[src/rtl/conv_pkg.sv]
// Shared definitions for the CONV layer-memory arbiter: bus widths,
// memory-select encodings, arbiter state codes and a small select helper.
package conv_pkg;

  // Address {y[5:0],x[5:0]}, 4.16 fixed-point data, memory select width
  localparam int CONV_AW = 12;
  localparam int CONV_DW = 20;
  localparam int CONV_SW = 3;

  // Target memory select encodings
  localparam logic [CONV_SW-1:0] CSEL_NONE  = 3'd0;
  localparam logic [CONV_SW-1:0] CSEL_L0_K0 = 3'd1;
  localparam logic [CONV_SW-1:0] CSEL_L0_K1 = 3'd2;
  localparam logic [CONV_SW-1:0] CSEL_L1_K0 = 3'd3;
  localparam logic [CONV_SW-1:0] CSEL_L1_K1 = 3'd4;
  localparam logic [CONV_SW-1:0] CSEL_L2    = 3'd5;

  // Arbiter states: ARB = no owner, LOCK = ownership pinned to lock_id
  localparam logic [0:0] ST_ARB  = 1'b0;
  localparam logic [0:0] ST_LOCK = 1'b1;

  // A command with select NONE is accepted but must not strobe the memory
  function automatic logic sel_issues_strobe(input logic [CONV_SW-1:0] sel);
    return (sel != CSEL_NONE);
  endfunction

endpackage

[src/rtl/conv_rr_pick.sv]
// Two-input round-robin picker. Requests are first filtered by an
// eligibility mask (used to pin ownership while locked); on a tie the
// pointer selects the winner (0 -> master 0, 1 -> master 1).
module conv_rr_pick (
  input  logic [1:0] req,
  input  logic       ptr,
  input  logic [1:0] mask,
  output logic [1:0] gnt
);

  logic [1:0] elig_s;

  // Mask the requests, then grant a single eligible requester (one-hot)
  always_comb begin
    elig_s = req & mask;
    case (elig_s)
      2'b01:   gnt = 2'b01;
      2'b10:   gnt = 2'b10;
      2'b11:   gnt = ptr ? 2'b10 : 2'b01;
      default: gnt = 2'b00;
    endcase
  end

endmodule

[src/rtl/conv_mem_arbiter.sv]
// Layer-memory port arbiter between the conv engine (master 0) and the
// pool/flatten engine (master 1). Grants are combinational; the granted
// command is registered onto the memory port one cycle later, and read
// data returns registered one cycle after the strobe. A master can lock
// ownership across several beats (e.g. a 2x2 max-pool window).
module conv_mem_arbiter
  import conv_pkg::*;
#(
  parameter int AW = CONV_AW,
  parameter int DW = CONV_DW,
  parameter int SW = CONV_SW
) (
  input  logic          clk,
  input  logic          reset_n,
  input  logic          m0_req,
  input  logic          m0_we,
  input  logic          m0_lock,
  input  logic [SW-1:0] m0_sel,
  input  logic [AW-1:0] m0_addr,
  input  logic [DW-1:0] m0_wdata,
  output logic          m0_gnt,
  output logic          m0_rvalid,
  output logic [DW-1:0] m0_rdata,
  input  logic          m1_req,
  input  logic          m1_we,
  input  logic          m1_lock,
  input  logic [SW-1:0] m1_sel,
  input  logic [AW-1:0] m1_addr,
  input  logic [DW-1:0] m1_wdata,
  output logic          m1_gnt,
  output logic          m1_rvalid,
  output logic [DW-1:0] m1_rdata,
  output logic          crd,
  output logic          cwr,
  output logic [SW-1:0] csel,
  output logic [AW-1:0] caddr_rd,
  output logic [AW-1:0] caddr_wr,
  output logic [DW-1:0] cdata_wr,
  input  logic [DW-1:0] cdata_rd,
  output logic [1:0]    owner
);

  // Arbitration / lock FSM state
  logic [0:0]    state_q, state_d;
  logic          lock_id_q, lock_id_d;
  logic          rr_ptr_q, rr_ptr_d;

  // Command register stage (drives the memory port)
  logic          crd_q, crd_d;
  logic          cwr_q, cwr_d;
  logic [SW-1:0] csel_q, csel_d;
  logic [AW-1:0] caddr_rd_q, caddr_rd_d;
  logic [AW-1:0] caddr_wr_q, caddr_wr_d;
  logic [DW-1:0] cdata_wr_q, cdata_wr_d;

  // Read-return stage
  logic          rd_pend_q, rd_pend_d;
  logic          rd_id_q, rd_id_d;
  logic [DW-1:0] rdata_q, rdata_d;
  logic [1:0]    rvalid_q, rvalid_d;

  // Grant and selected-command signals
  logic [1:0]    mask_s;
  logic [1:0]    pick_gnt_s;
  logic [1:0]    gnt_s;
  logic          any_gnt_s;
  logic          win_s;
  logic          c_we_s;
  logic          c_lock_s;
  logic [SW-1:0] c_sel_s;
  logic [AW-1:0] c_addr_s;
  logic [DW-1:0] c_wdata_s;

  // While locked only the owner is eligible; otherwise both masters are
  always_comb begin
    if (state_q == ST_LOCK) begin
      mask_s = lock_id_q ? 2'b10 : 2'b01;
    end else begin
      mask_s = 2'b11;
    end
  end

  conv_rr_pick u_pick (
    .req  ({m1_req, m0_req}),
    .ptr  (rr_ptr_q),
    .mask (mask_s),
    .gnt  (pick_gnt_s)
  );

  // Suppress grants while reset is asserted so no command is accepted
  always_comb begin
    gnt_s     = pick_gnt_s & {2{reset_n}};
    any_gnt_s = |gnt_s;
    win_s     = gnt_s[1];
  end

  // Route the winning master's command fields to the register stage
  always_comb begin
    if (win_s) begin
      c_we_s    = m1_we;
      c_lock_s  = m1_lock;
      c_sel_s   = m1_sel;
      c_addr_s  = m1_addr;
      c_wdata_s = m1_wdata;
    end else begin
      c_we_s    = m0_we;
      c_lock_s  = m0_lock;
      c_sel_s   = m0_sel;
      c_addr_s  = m0_addr;
      c_wdata_s = m0_wdata;
    end
  end

  // Lock FSM and round-robin pointer: the pointer always favours the
  // loser of the latest grant; a locked grant pins ownership until the
  // owner issues a beat with lock=0 (no timeout if the owner goes idle)
  always_comb begin
    state_d   = state_q;
    lock_id_d = lock_id_q;
    rr_ptr_d  = rr_ptr_q;
    if (any_gnt_s) begin
      rr_ptr_d = ~win_s;
      case (state_q)
        ST_ARB: begin
          if (c_lock_s) begin
            state_d   = ST_LOCK;
            lock_id_d = win_s;
          end else begin
            state_d   = ST_ARB;
          end
        end
        ST_LOCK: begin
          if (c_lock_s) begin
            state_d = ST_LOCK;
          end else begin
            state_d = ST_ARB;
          end
        end
        default: begin
          state_d = ST_ARB;
        end
      endcase
    end else begin
      state_d = state_q;
    end
  end

  // Command stage: strobes/select pulse for one cycle per accepted command;
  // addresses and write data hold their last value between commands
  always_comb begin
    crd_d      = 1'b0;
    cwr_d      = 1'b0;
    csel_d     = {SW{1'b0}};
    caddr_rd_d = caddr_rd_q;
    caddr_wr_d = caddr_wr_q;
    cdata_wr_d = cdata_wr_q;
    rd_pend_d  = 1'b0;
    rd_id_d    = rd_id_q;
    if (any_gnt_s) begin
      csel_d = c_sel_s;
      if (c_we_s) begin
        cwr_d      = sel_issues_strobe(c_sel_s);
        caddr_wr_d = c_addr_s;
        cdata_wr_d = c_wdata_s;
      end else begin
        crd_d      = sel_issues_strobe(c_sel_s);
        caddr_rd_d = c_addr_s;
        rd_pend_d  = 1'b1;
        rd_id_d    = win_s;
      end
    end else begin
      crd_d = 1'b0;
      cwr_d = 1'b0;
    end
  end

  // Read return: capture memory data during the strobe cycle; a read to
  // select NONE still returns a response, with zero data
  always_comb begin
    rvalid_d = 2'b00;
    rdata_d  = rdata_q;
    if (rd_pend_q) begin
      rvalid_d = rd_id_q ? 2'b10 : 2'b01;
      rdata_d  = crd_q ? cdata_rd : {DW{1'b0}};
    end else begin
      rvalid_d = 2'b00;
    end
  end

  // State and pipeline registers; reset discards any in-flight command
  always_ff @(posedge clk or negedge reset_n) begin
    if (!reset_n) begin
      state_q    <= ST_ARB;
      lock_id_q  <= 1'b0;
      rr_ptr_q   <= 1'b0;
      crd_q      <= 1'b0;
      cwr_q      <= 1'b0;
      csel_q     <= {SW{1'b0}};
      caddr_rd_q <= {AW{1'b0}};
      caddr_wr_q <= {AW{1'b0}};
      cdata_wr_q <= {DW{1'b0}};
      rd_pend_q  <= 1'b0;
      rd_id_q    <= 1'b0;
      rdata_q    <= {DW{1'b0}};
      rvalid_q   <= 2'b00;
    end else begin
      state_q    <= state_d;
      lock_id_q  <= lock_id_d;
      rr_ptr_q   <= rr_ptr_d;
      crd_q      <= crd_d;
      cwr_q      <= cwr_d;
      csel_q     <= csel_d;
      caddr_rd_q <= caddr_rd_d;
      caddr_wr_q <= caddr_wr_d;
      cdata_wr_q <= cdata_wr_d;
      rd_pend_q  <= rd_pend_d;
      rd_id_q    <= rd_id_d;
      rdata_q    <= rdata_d;
      rvalid_q   <= rvalid_d;
    end
  end

  // Output mapping; read data is a shared bus qualified by each rvalid
  always_comb begin
    m0_gnt    = gnt_s[0];
    m1_gnt    = gnt_s[1];
    m0_rvalid = rvalid_q[0];
    m1_rvalid = rvalid_q[1];
    m0_rdata  = rdata_q;
    m1_rdata  = rdata_q;
    crd       = crd_q;
    cwr       = cwr_q;
    csel      = csel_q;
    caddr_rd  = caddr_rd_q;
    caddr_wr  = caddr_wr_q;
    cdata_wr  = cdata_wr_q;
    owner     = {(state_q == ST_LOCK), (state_q == ST_LOCK) & lock_id_q};
  end

endmodule

[config.mk]
export PLATFORM = sky130hd
export DESIGN_NAME = conv_mem_arbiter
export DESIGN_NICKNAME = d
export VERILOG_FILES = /design/src/rtl/conv_pkg.sv /design/src/rtl/conv_rr_pick.sv /design/src/rtl/conv_mem_arbiter.sv
export SDC_FILE = /design/constraint.sdc
export NUM_CORES = 1
export LEC_CHECK = 0
export ABC_AREA = 1
export BUFFER_PORTS_ARGS = -buffer_cell sky130_fd_sc_hd__buf_2
export CELL_PAD_IN_SITES_DETAIL_PLACEMENT = 0
export CELL_PAD_IN_SITES_GLOBAL_PLACEMENT = 1
export CORE_ASPECT_RATIO = 2
export CORE_MARGIN = 1
export CORE_UTILIZATION = 31
export DETAILED_ROUTE_END_ITERATION = 8
export PLACE_DENSITY_LB_ADDON = 0.1
export SLEW_MARGIN = 20
export SYNTH_ARGS = -nofsm -noshare
export SYNTH_HDL_FRONTEND = slang
export SYNTH_SLANG_ARGS = --single-unit
[constraint.sdc]
create_clock -name clk -period 2.2 [get_ports clk]
set_clock_uncertainty 0.15 [all_clocks]
set_input_delay 0.11 -clock clk [delete_from_list [all_inputs] [get_ports clk]]
set_output_delay 0.11 -clock clk [all_outputs]
set_load 0.005 [all_outputs]
# ---- Yosys cells after proc, flatten, opt, wreduce, memory -nomap -nowiden
# Cells that the tools add are included.
dict set report word_totals {
  regBits 76
  wordCells 47
  output_inout_bits 95
}
dict set report classes {
  mux 20
  eq_ne 3
  reduce_logical 5
  n_bitwise 6
}
# operator n
set ops {}
lappend ops {{$mux W20} 2}
lappend ops {{$mux W12} 1}
lappend ops {{$mux W2} 5}
lappend ops {{$mux W1} 9}
lappend ops {{$mux W3} 2}
lappend ops {{$pmux W2 S3} 1}
lappend ops {{$and A2 B2 Y2} 2}
lappend ops {{$eq A2 B2 Y1 const B} 2}
lappend ops {{$reduce_and A2 Y1} 2}
lappend ops {{$not A1 Y1} 3}
lappend ops {{$reduce_and A3 Y1} 1}
lappend ops {{$reduce_bool A3 Y1} 1}
lappend ops {{$eq A2 B1 Y1 const B} 1}
lappend ops {{$reduce_or A2 Y1} 1}
lappend ops {{$and A1 B1 Y1} 1}

# ---- Logic depth before layout (Yosys ltp)
# Gate-level depths: netlist of the first run.
dict set report logic_depth {
  word_depth 10
  depth_mapped 10
  mapped_depth_nobuf 9
}

# ---- Modules after synthesis
# Synthesis of the first run repeated with hierarchy kept, for this count alone.
dict set report hier_totals {
  hier_cells 480
  area_unflattened_um2 3662.3
}
# mod area_per_inst_um2 cells_each instances
set by_module_without_submodules {}
lappend by_module_without_submodules {conv_mem_arbiter 3631.0 472 1}
lappend by_module_without_submodules {conv_rr_pick 31.3 8 1}

# ---- Least setup slack after synthesis of the first run
# Ideal clock, no wire load.
dict set report synth_path {
  kind {register to register}
  startpoint {register state_q}
  endpoint {register caddr_rd_q[10] (netlist: caddr_rd[10])}
  slack_ns 0.602
  t_required_ns 1.934
  setup_time_ns 0.116
  path_stages_with_launch 11
  n_path_buf 2
  arrival_ns 1.331
  synth_period_minus_slack_ns 1.598
  cell_sequence {dfrtp_1 nand2_2 nand3_2 nand3_2 buf_6 clkinv_2 buf_4 nand2_1 nand2_1 nand2_1 nand2_1}
}
dict set report synth_between {
  elab_chain_len 8
  elab_cells_between_ends 12
  cone_classes {eq/ne: 3; mux: 4; bitwise: 3; reduce/logical: 2}
}
# element line_no
set synth_lines {}
lappend synth_lines {{start: declaration} conv_mem_arbiter.sv:44} ;# logic [0:0] state_q, state_d;
lappend synth_lines {{start signal: assignment} conv_mem_arbiter.sv:207} ;# state_q <= state_d;
lappend synth_lines {{$mux W2 (*)} conv_mem_arbiter.sv:76} ;# if (state_q == ST_LOCK) begin
lappend synth_lines {{$and A2 B2 Y2 (*)} conv_rr_pick.sv:15} ;# elig_s = req & mask;
lappend synth_lines {{$eq A2 B2 Y1 or $eq A2 B1 Y1 (tied branches)} conv_rr_pick.sv:16} ;# case (elig_s)
lappend synth_lines {{$pmux W2 S3 (*)} conv_rr_pick.sv:16}
lappend synth_lines {{$and A2 B2 Y2 (*)} conv_mem_arbiter.sv:92} ;# gnt_s = pick_gnt_s & {2{reset_n}};
lappend synth_lines {{$mux W1} conv_mem_arbiter.sv:99} ;# if (win_s) begin
lappend synth_lines {{$not A1 Y1 (no line)} -}
lappend synth_lines {{$reduce_and A2 Y1 (no line)} -}
lappend synth_lines {{end signal: assignment} conv_mem_arbiter.sv:199} ;# caddr_rd_q <= {AW{1'b0}};
lappend synth_lines {{end signal: assignment} conv_mem_arbiter.sv:213} ;# caddr_rd_q <= caddr_rd_d;
lappend synth_lines {{end: declaration} conv_mem_arbiter.sv:52} ;# logic [AW-1:0] caddr_rd_q, caddr_rd_d;
# Mark *: on every way between the ends. The rest lies on a longest branch, timed or not.
# A chain may end at the register's enable or synchronous reset.

# ---- Worst setup path in the final report of the first run
dict set report layout_path {
  startpoint {register state_q}
  endpoint {register state_q}
}
dict set report layout_between {
  elab_chain_len 7
  elab_cells_between_ends 10
  cone_classes {eq/ne: 3; mux: 4; bitwise: 2; reduce/logical: 1}
}
# element line_no
set layout_lines {}
lappend layout_lines {{$mux W2 (*)} conv_mem_arbiter.sv:76}
lappend layout_lines {{$and A2 B2 Y2 (*)} conv_rr_pick.sv:15}
lappend layout_lines {{$eq A2 B2 Y1 or $eq A2 B1 Y1 (tied branches)} conv_rr_pick.sv:16}
lappend layout_lines {{$pmux W2 S3 (*)} conv_rr_pick.sv:16}
lappend layout_lines {{$and A2 B2 Y2 (*)} conv_mem_arbiter.sv:92}
lappend layout_lines {{$mux W1} conv_mem_arbiter.sv:99}
lappend layout_lines {{$mux W1} {conv_mem_arbiter.sv:125, conv_mem_arbiter.sv:133}}
# Marks and branches as above.

==> results.yml, run 1 <==
global_route:
  overflow: 0
  grt_pass1_vias: 3855
  antenna_found_initial: 0
  grt.total_usage_pct: 19.8
  grt_pass1_wl_um: 18400
  grt_max_degree: 71
clock_network:
  clkTransAtPathRegs_ns: 0.06
  clk_path_buf_depth: 2
  htreeDepth: 3
  clk-insertion-delay-late_ns: 0.33
  cts-root-buf: "clkbuf_16"
  cts_sinks: 76
  cts_tree: "done"
  cts_buffers: 9
cells_and_area:
  n_fill_cell: 1103
  final_core_utilization_pct: 51.8
  nets: 840
  antennaDiodeCount: 0
  final_layout_size_suffix_gt1_share_pct: 31.3
  syn_to_final_growth_pct: 62.8
synth:
  synth_top_cell_by_area: "dfrtp_1"
  synth_top_cells_by_count: "nand2_1 (289), dfrtp_1 (76), buf_4 (27), nand3_1 (27), inv_1 (18)"
  ys.flop_type: "dfrtp_1"
  synth_area_leaders: "dfrtp_1 (53%), nand2_1 (30%), buf_4 (5.6%)"
  synth_seq_cells: 76
  synth_area_um2: 3610
  yosysSeqAreaShare_pct: 52.6
  synth_warnings: 0
  synth_cell_types: 20
  syn-num-nets: 573
  synth_area_per_cell_um2: 7.61
  syn_inst: 475
  synth-edff-count: 0
  synth_top_area_share_pct: 52.6
  async_flop_share_pct: 100
  synth_most_common_cell: "nand2_1"
die:
  core_um2: 11400
  start_util_pct: 31.8
  io_pins: 193
  rows: 55
  chipWidth_um: 78.4
  dieArea_um2: 12100
  fp.dieH_um: 155
sta:
  worstMarginPinSlew_ns: 0.904
  maxSlewViolCount: 0
  postLayoutSetupSlackWorst_ns: 0.122
  rsz0062_at_grt: "false"
  period_share_pct: 94.4
  max-slew-margin-rel_pct: 39.8
  whs_ns: -0.00436
  max_freq_mhz: 481
  final-hold-violation-count: 1
  final-setup-viol-count: 0
  final.min_clock_period_ns: 2.08
  fin_tns_setup_ns: 0
hold_path:
  hold_depth: 4
  hp-class: "in2reg"
job:
  maxCapViolations: 0
routing:
  wl_um: 11600
  detail_route.first_pass.iterations: 4
  ant_nets: 0
  drc: 0
  drtIter0Drc: 145
  vias_per_cell: 4.35
  vias: 3865
  wl_per_cell_um: 13.1
placed_design:
  dp_slack_ns: 0.358
  port_buffers: 192
  place_congestion: 0.795
  hpwl_um: 7860
setup_path:
  arrival_ns: 2.20
  slowest_delay_ns: 0.57
  cp-end-kind: "flop"
  rr_worst_depth: 7
  crit_cells: 7
  worstPathMaxFanout: 12
  start_kind: "flop"
  path_cells: "a21oi_2 -> nand3_4 -> clkinv_2 -> buf_4 -> nand2_1 -> o211ai_1 -> dlygate4sd3_1"
  cp_num_buf_inv: 3
  rrSetupSlack_ns: 0.12
  cpMaxStageDelayCell: "dlygate4sd3_1"
  required_ns: 2.32
  critPathTopFamily: "buffers and inverters"
  worstSetupPathType: "reg2reg"
status:
  violations: "hold timing"
  status: "finished, violations left"
power:
  leakage_nw: 3.48
  powerDensity_nw_per_um2: 1030
  power_mw: 6.07
  ir_worst_vdd_v: 0.000461
## through the flow
step                      instance area [um^2]  cells
after detailed placement                  4560    776
after global placement                    4560    776
after floorplan                           3610    475
after CTS                                 5850    886
after global routing                      5890    889
final                                     5890    889
## placed cells by master (no fill, tap or decap)
| master | Yosys | routed |
|---|---|---|
| clkinv_2 | 1 | 1 |
| a21oi_1 | 2 | 2 |
| bufinv_16 | 0 | 3 |
| a21oi_2 | 1 | 1 |
| nand2_1 | 289 | 289 |
| nand3_4 | 0 | 2 |
| nand2_2 | 4 | 4 |
| o211ai_1 | 1 | 1 |
| buf_12 | 0 | 1 |
| dlygate4sd3_1 | 0 | 94 |
| nand3_1 | 27 | 27 |
| dfrtp_2 | 0 | 1 |
| nor2_2 | 2 | 2 |
| inv_1 | 18 | 18 |
| clkbuf_8 | 0 | 1 |
| nand2_4 | 1 | 1 |
| clkbuf_1 | 8 | 1 |
| inv_6 | 0 | 1 |
| dfrtp_1 | 76 | 75 |
| inv_2 | 2 | 2 |
| buf_2 | 5 | 191 |
| buf_4 | 27 | 12 |
| clkinv_4 | 0 | 1 |
| nor2_1 | 5 | 5 |
| clkbuf_16 | 0 | 9 |
| nand3b_1 | 1 | 1 |
| nor2_4 | 1 | 1 |
## cells by family (layout without fill, tap and decap cells)
family	Yosys count	after routing	share of synthesized area, %
simple gates	332	332	36.7
flops	76	76	52.6
buf+inv	63	335	9.97
compound gates	4	4	0.727
## metal layers
layer / up-vias / GRT usage (%) / part of all wire, %
li1: 1949 / - / -
met1: 1756 / 19.5 / 37
met2: 141 / 38.7 / 55
met3: 19 / 3.95 / 5.1
met4: 0 / 8.02 / 2.3
met5: - / 0 / 0
## path summary, 6_finish.rpt
kind,start,end
max,state_q,state_q
min,m1_sel[1],csel[1]
max reg2reg,state_q,state_q
min reg2reg,rd_id_q,rvalid_q[0]
max in group asynchronous,reset_n,cdata_wr[1]
min in group asynchronous,reset_n,state_q
## power breakdown
part | internal (mW) | switching (mW)
Sequential | 1.95 | 0.345
Combinational | 0.963 | 1.07
Clock | 1.15 | 0.586
## worst reg2reg max path: stages (launching register included)
cell and delay, ns:
dfrtp_2 0.45, a21oi_2 0.24, nand3_4 0.16, clkinv_2 0.08, buf_4 0.21, nand2_1 0.07, o211ai_1 0.09, dlygate4sd3_1 0.57
## state kept, by name (all words and copies together), names as in the netlist
register / count
cdata_wr: 20
m0_rdata: 20
caddr_rd: 12
caddr_wr: 12
csel: 3
rvalid_q: 2
crd: 1
cwr: 1
lock_id_q: 1
rd_id_q: 1
rd_pend_q: 1
rr_ptr_q: 1
state_q: 1
## layout make-up
cell class | instances | area (um^2) | share of cell area [%]
Inverter | 21 | 80.1 | 1.36
Timing Repair Buffer | 298 | 2010 | 34.1
Sequential cell | 76 | 1900 | 32.3
Clock buffer | 11 | 243 | 4.12
Clock inverter | 5 | 108 | 1.83
Tap cell | 142 | 178 | 3.02
Multi-Input combinational cell | 336 | 1370 | 23.2
## what timing repair did
item,in CTS,in global routing
buffers inserted,0,3
gates resized for setup,0,3
endpoints found under the setup margin,0,1
hold endpoints to repair,76,0
hold buffers,94,0
(Power assumes the default switching activity.)
==> inputs of run 2 (changes only) <==
--- a/config.mk
+++ b/config.mk
@@ -5,16 +5,16 @@
 export SDC_FILE = /design/constraint.sdc
 export NUM_CORES = 1
 export LEC_CHECK = 0
-export ABC_AREA = 1
 export BUFFER_PORTS_ARGS = -buffer_cell sky130_fd_sc_hd__buf_2
 export CELL_PAD_IN_SITES_DETAIL_PLACEMENT = 0
 export CELL_PAD_IN_SITES_GLOBAL_PLACEMENT = 1
 export CORE_ASPECT_RATIO = 2
 export CORE_MARGIN = 1
-export CORE_UTILIZATION = 31
+export CORE_UTILIZATION = 34
 export DETAILED_ROUTE_END_ITERATION = 8
 export PLACE_DENSITY_LB_ADDON = 0.1
 export SLEW_MARGIN = 20
 export SYNTH_ARGS = -nofsm -noshare
 export SYNTH_HDL_FRONTEND = slang
+export SYNTH_HIERARCHICAL = 1
 export SYNTH_SLANG_ARGS = --single-unit
==> results.yml, run 2 <==
sta:
  fin_tns_setup_ns: 0
  period_share_pct: 96.5
  worstMarginPinSlew_ns: 0.726
  max_freq_mhz: 471
  final-setup-viol-count: 0
  final.min_clock_period_ns: 2.12
  final-hold-violation-count: 0
  maxSlewViolCount: 0
  max-slew-margin-rel_pct: 51.6
synth:
  async_flop_share_pct: 100
  synth_area_leaders: "dfrtp_1 (52%), mux2_4 (15%), mux2_2 (12%)"
  synth_top_cell_by_area: "dfrtp_1"
  syn_inst: 281
  synth_top_area_share_pct: 52.1
  synth_most_common_cell: "dfrtp_1"
  ys.flop_type: "dfrtp_1"
  synth_area_um2: 3650
  synth_seq_cells: 76
  synth-edff-count: 0
  synth_warnings: 6
  synth_top_cells_by_count: "dfrtp_1 (76), mux2_2 (40), mux2_4 (36)"
  synth_area_per_cell_um2: 13.0
  yosysSeqAreaShare_pct: 52.1
  synth_cell_types: 26
  syn-num-nets: 379
cells_and_area:
  multiInputGateArea_um2: 1410
  final_core_utilization_pct: 54.9
  fin_area_um2: 5750
  final_common_cell: "buf_2"
  regArea_um2: 1900
  nets: 633
  n_fill_cell: 969
  final_cell_mix: "buf_2 (191), dfrtp_1 (76), dlygate4sd3_1 (68)"
  antennaDiodeCount: 0
  syn_to_final_growth_pct: 57.5
  final_layout_size_suffix_gt1_share_pct: 57.4
setup_path:
  arrival_ns: 2.18
  cp_num_buf_inv: 3
  worstPathMaxFanout: 6
  worstSetupPathType: "reg2reg"
  path_cells: "and2_4 -> inv_2 -> nand2_2 -> o211a_4 -> nand2_4 -> buf_8 -> a2bb2oi_4 -> clkbuf_16 -> mux2_2"
  cpMaxStageDelayCell: "dfrtp_1"
  start_kind: "flop"
  slowest_delay_ns: 0.38
  critPathTopFamily: "compound AO/OA/AOI/OAI gates"
  cp-end-kind: "flop"
  required_ns: 2.26
clock_network:
  clk_path_buf_depth: 2
  cts_sinks: 76
  cts_buffers: 9
  clkTransAtPathRegs_ns: 0.06
  clk-insertion-delay-late_ns: 0.32
  cts-root-buf: "clkbuf_16"
  htreeDepth: 3
  cts_tree: "done"
routing:
  detail_route.first_pass.iterations: 4
  drc: 0
  ant_nets: 0
  vias: 2984
  wl_um: 9560
  wl_per_cell_um: 14.1
  drtIter0Drc: 86
  vias_per_cell: 4.41
placed_design:
  hpwl_um: 6740
  port_buffers: 192
  place_area_um2: 4660
  place_congestion: 0.712
status:
  status: "completed"
die:
  core_um2: 10500
  io_pins: 193
  chipWidth_um: 75.3
  dieArea_um2: 11200
  fp.dieH_um: 149
  start_util_pct: 34.9
  rows: 53
power:
  ir_worst_vdd_v: 0.000510
  powerDensity_nw_per_um2: 1090
  leakage_nw: 2.98
global_route:
  overflow: 0
  grt_pass1_vias: 3036
  grt_pass1_wl_um: 14500
  grt_max_degree: 57
  antenna_found_initial: 0
  grt.total_usage_pct: 17.5
job:
  maxCapViolations: 0
hold_path:
  hp-class: "in2reg"
-- run 2: cell types whose count changed in the layout (fill, tap and decap cells not counted), sizes merged, moves of 3 or more --
cell and change:
inv +4, buf +4, a21oi -3, nand2 -270, nor2 -6, and2 +3, dlygate4sd3 -26, mux2 +77
a22o +3, o21ai +21, nor2b +4, nand3 -29
-- run 2: logic make-up after synthesis --
| logic type | share of synthesized area, % |
|---|---|
| flip-flops | 52.1 |
| AO/OA/AOI/OAI | 5.89 |
| AND/OR/NAND/NOR | 4.38 |
| buffers and inverters | 9.97 |
| multiplexers | 27.7 |
-- run 2: power breakdown --
group	leakage (nW)	internal, mW	total [mW]	switching (mW)
combinational	1.86	1.45	2.34	0.888
clock	0.169	1.08	1.63	0.547
sequential	0.951	1.97	2.28	0.311
-- run 2: worst register-to-register path, stage by stage, from the launching register on --
cell and delay [ns]:
dfrtp_1 0.38, and2_4 0.16, inv_2 0.04, nand2_2 0.05, o211a_4 0.26, nand2_4 0.11, buf_8 0.12, a2bb2oi_4 0.21
clkbuf_16 0.20, mux2_2 0.33
-- run 2: per-stage QoR --
| step | setup WS (ns) | hold WS, ns | std cells | total power [mW] |
|---|---|---|---|---|
| after floorplan | 0.0663 | -0.336 | 281 | 3.61 |
| after global placement | 0.0789 | 0.00471 | 589 | 4.48 |
| after detailed placement | 0.0318 | 0.00847 | 589 | 4.51 |
| after CTS | 0.0188 | 0.000387 | 673 | 6.27 |
| after global routing | -0.00346 | 0.00146 | 677 | 6.69 |
| final | 0.0768 | 0.0108 | 677 | 6.25 |
-- run 2: per-layer routing --
layer / GRT usage, % / part of all wire (%) / up-vias
met5: 0 / 0 / -
met4: 6.20 / 1.6 / 0
met3: 4.00 / 5.4 / 12
met2: 32.2 / 56 / 111
met1: 18.6 / 36 / 1430
li1: - / - / 1431
-- run 2: area by class of cell --
type / instances / area share, %
Tap cell: 137 / 2.98
Clock inverter: 4 / 1.22
Timing Repair Buffer: 277 / 31.9
Inverter: 25 / 1.63
Multi-Input combinational cell: 146 / 24.5
Sequential cell: 76 / 33.1
Clock buffer: 12 / 4.63
-- run 2: worst paths after layout --
check | start | endpoint | slack (ns) | cells after the start
worst max-delay path | lock_id_q | caddr_rd[7] | 0.08 | 9
worst min-delay path | m0_wdata[11] | cdata_wr[11] | 0.01 | 3
worst max register to register | lock_id_q | caddr_rd[7] | 0.08 | 9
worst min register to register | rd_id_q | rvalid_q[0] | 0.31 | 1
max in group asynchronous | reset_n | cdata_wr[8] | 1.04 | 3
min in group asynchronous | reset_n | caddr_wr[4] | 0.21 | 3
-- run 2: timing repair --
item	in CTS	in global routing
endpoints found under the hold margin	127	0
setup buffers	0	3
resized for setup	0	9
setup endpoints to repair	0	19
hold buffers	68	0
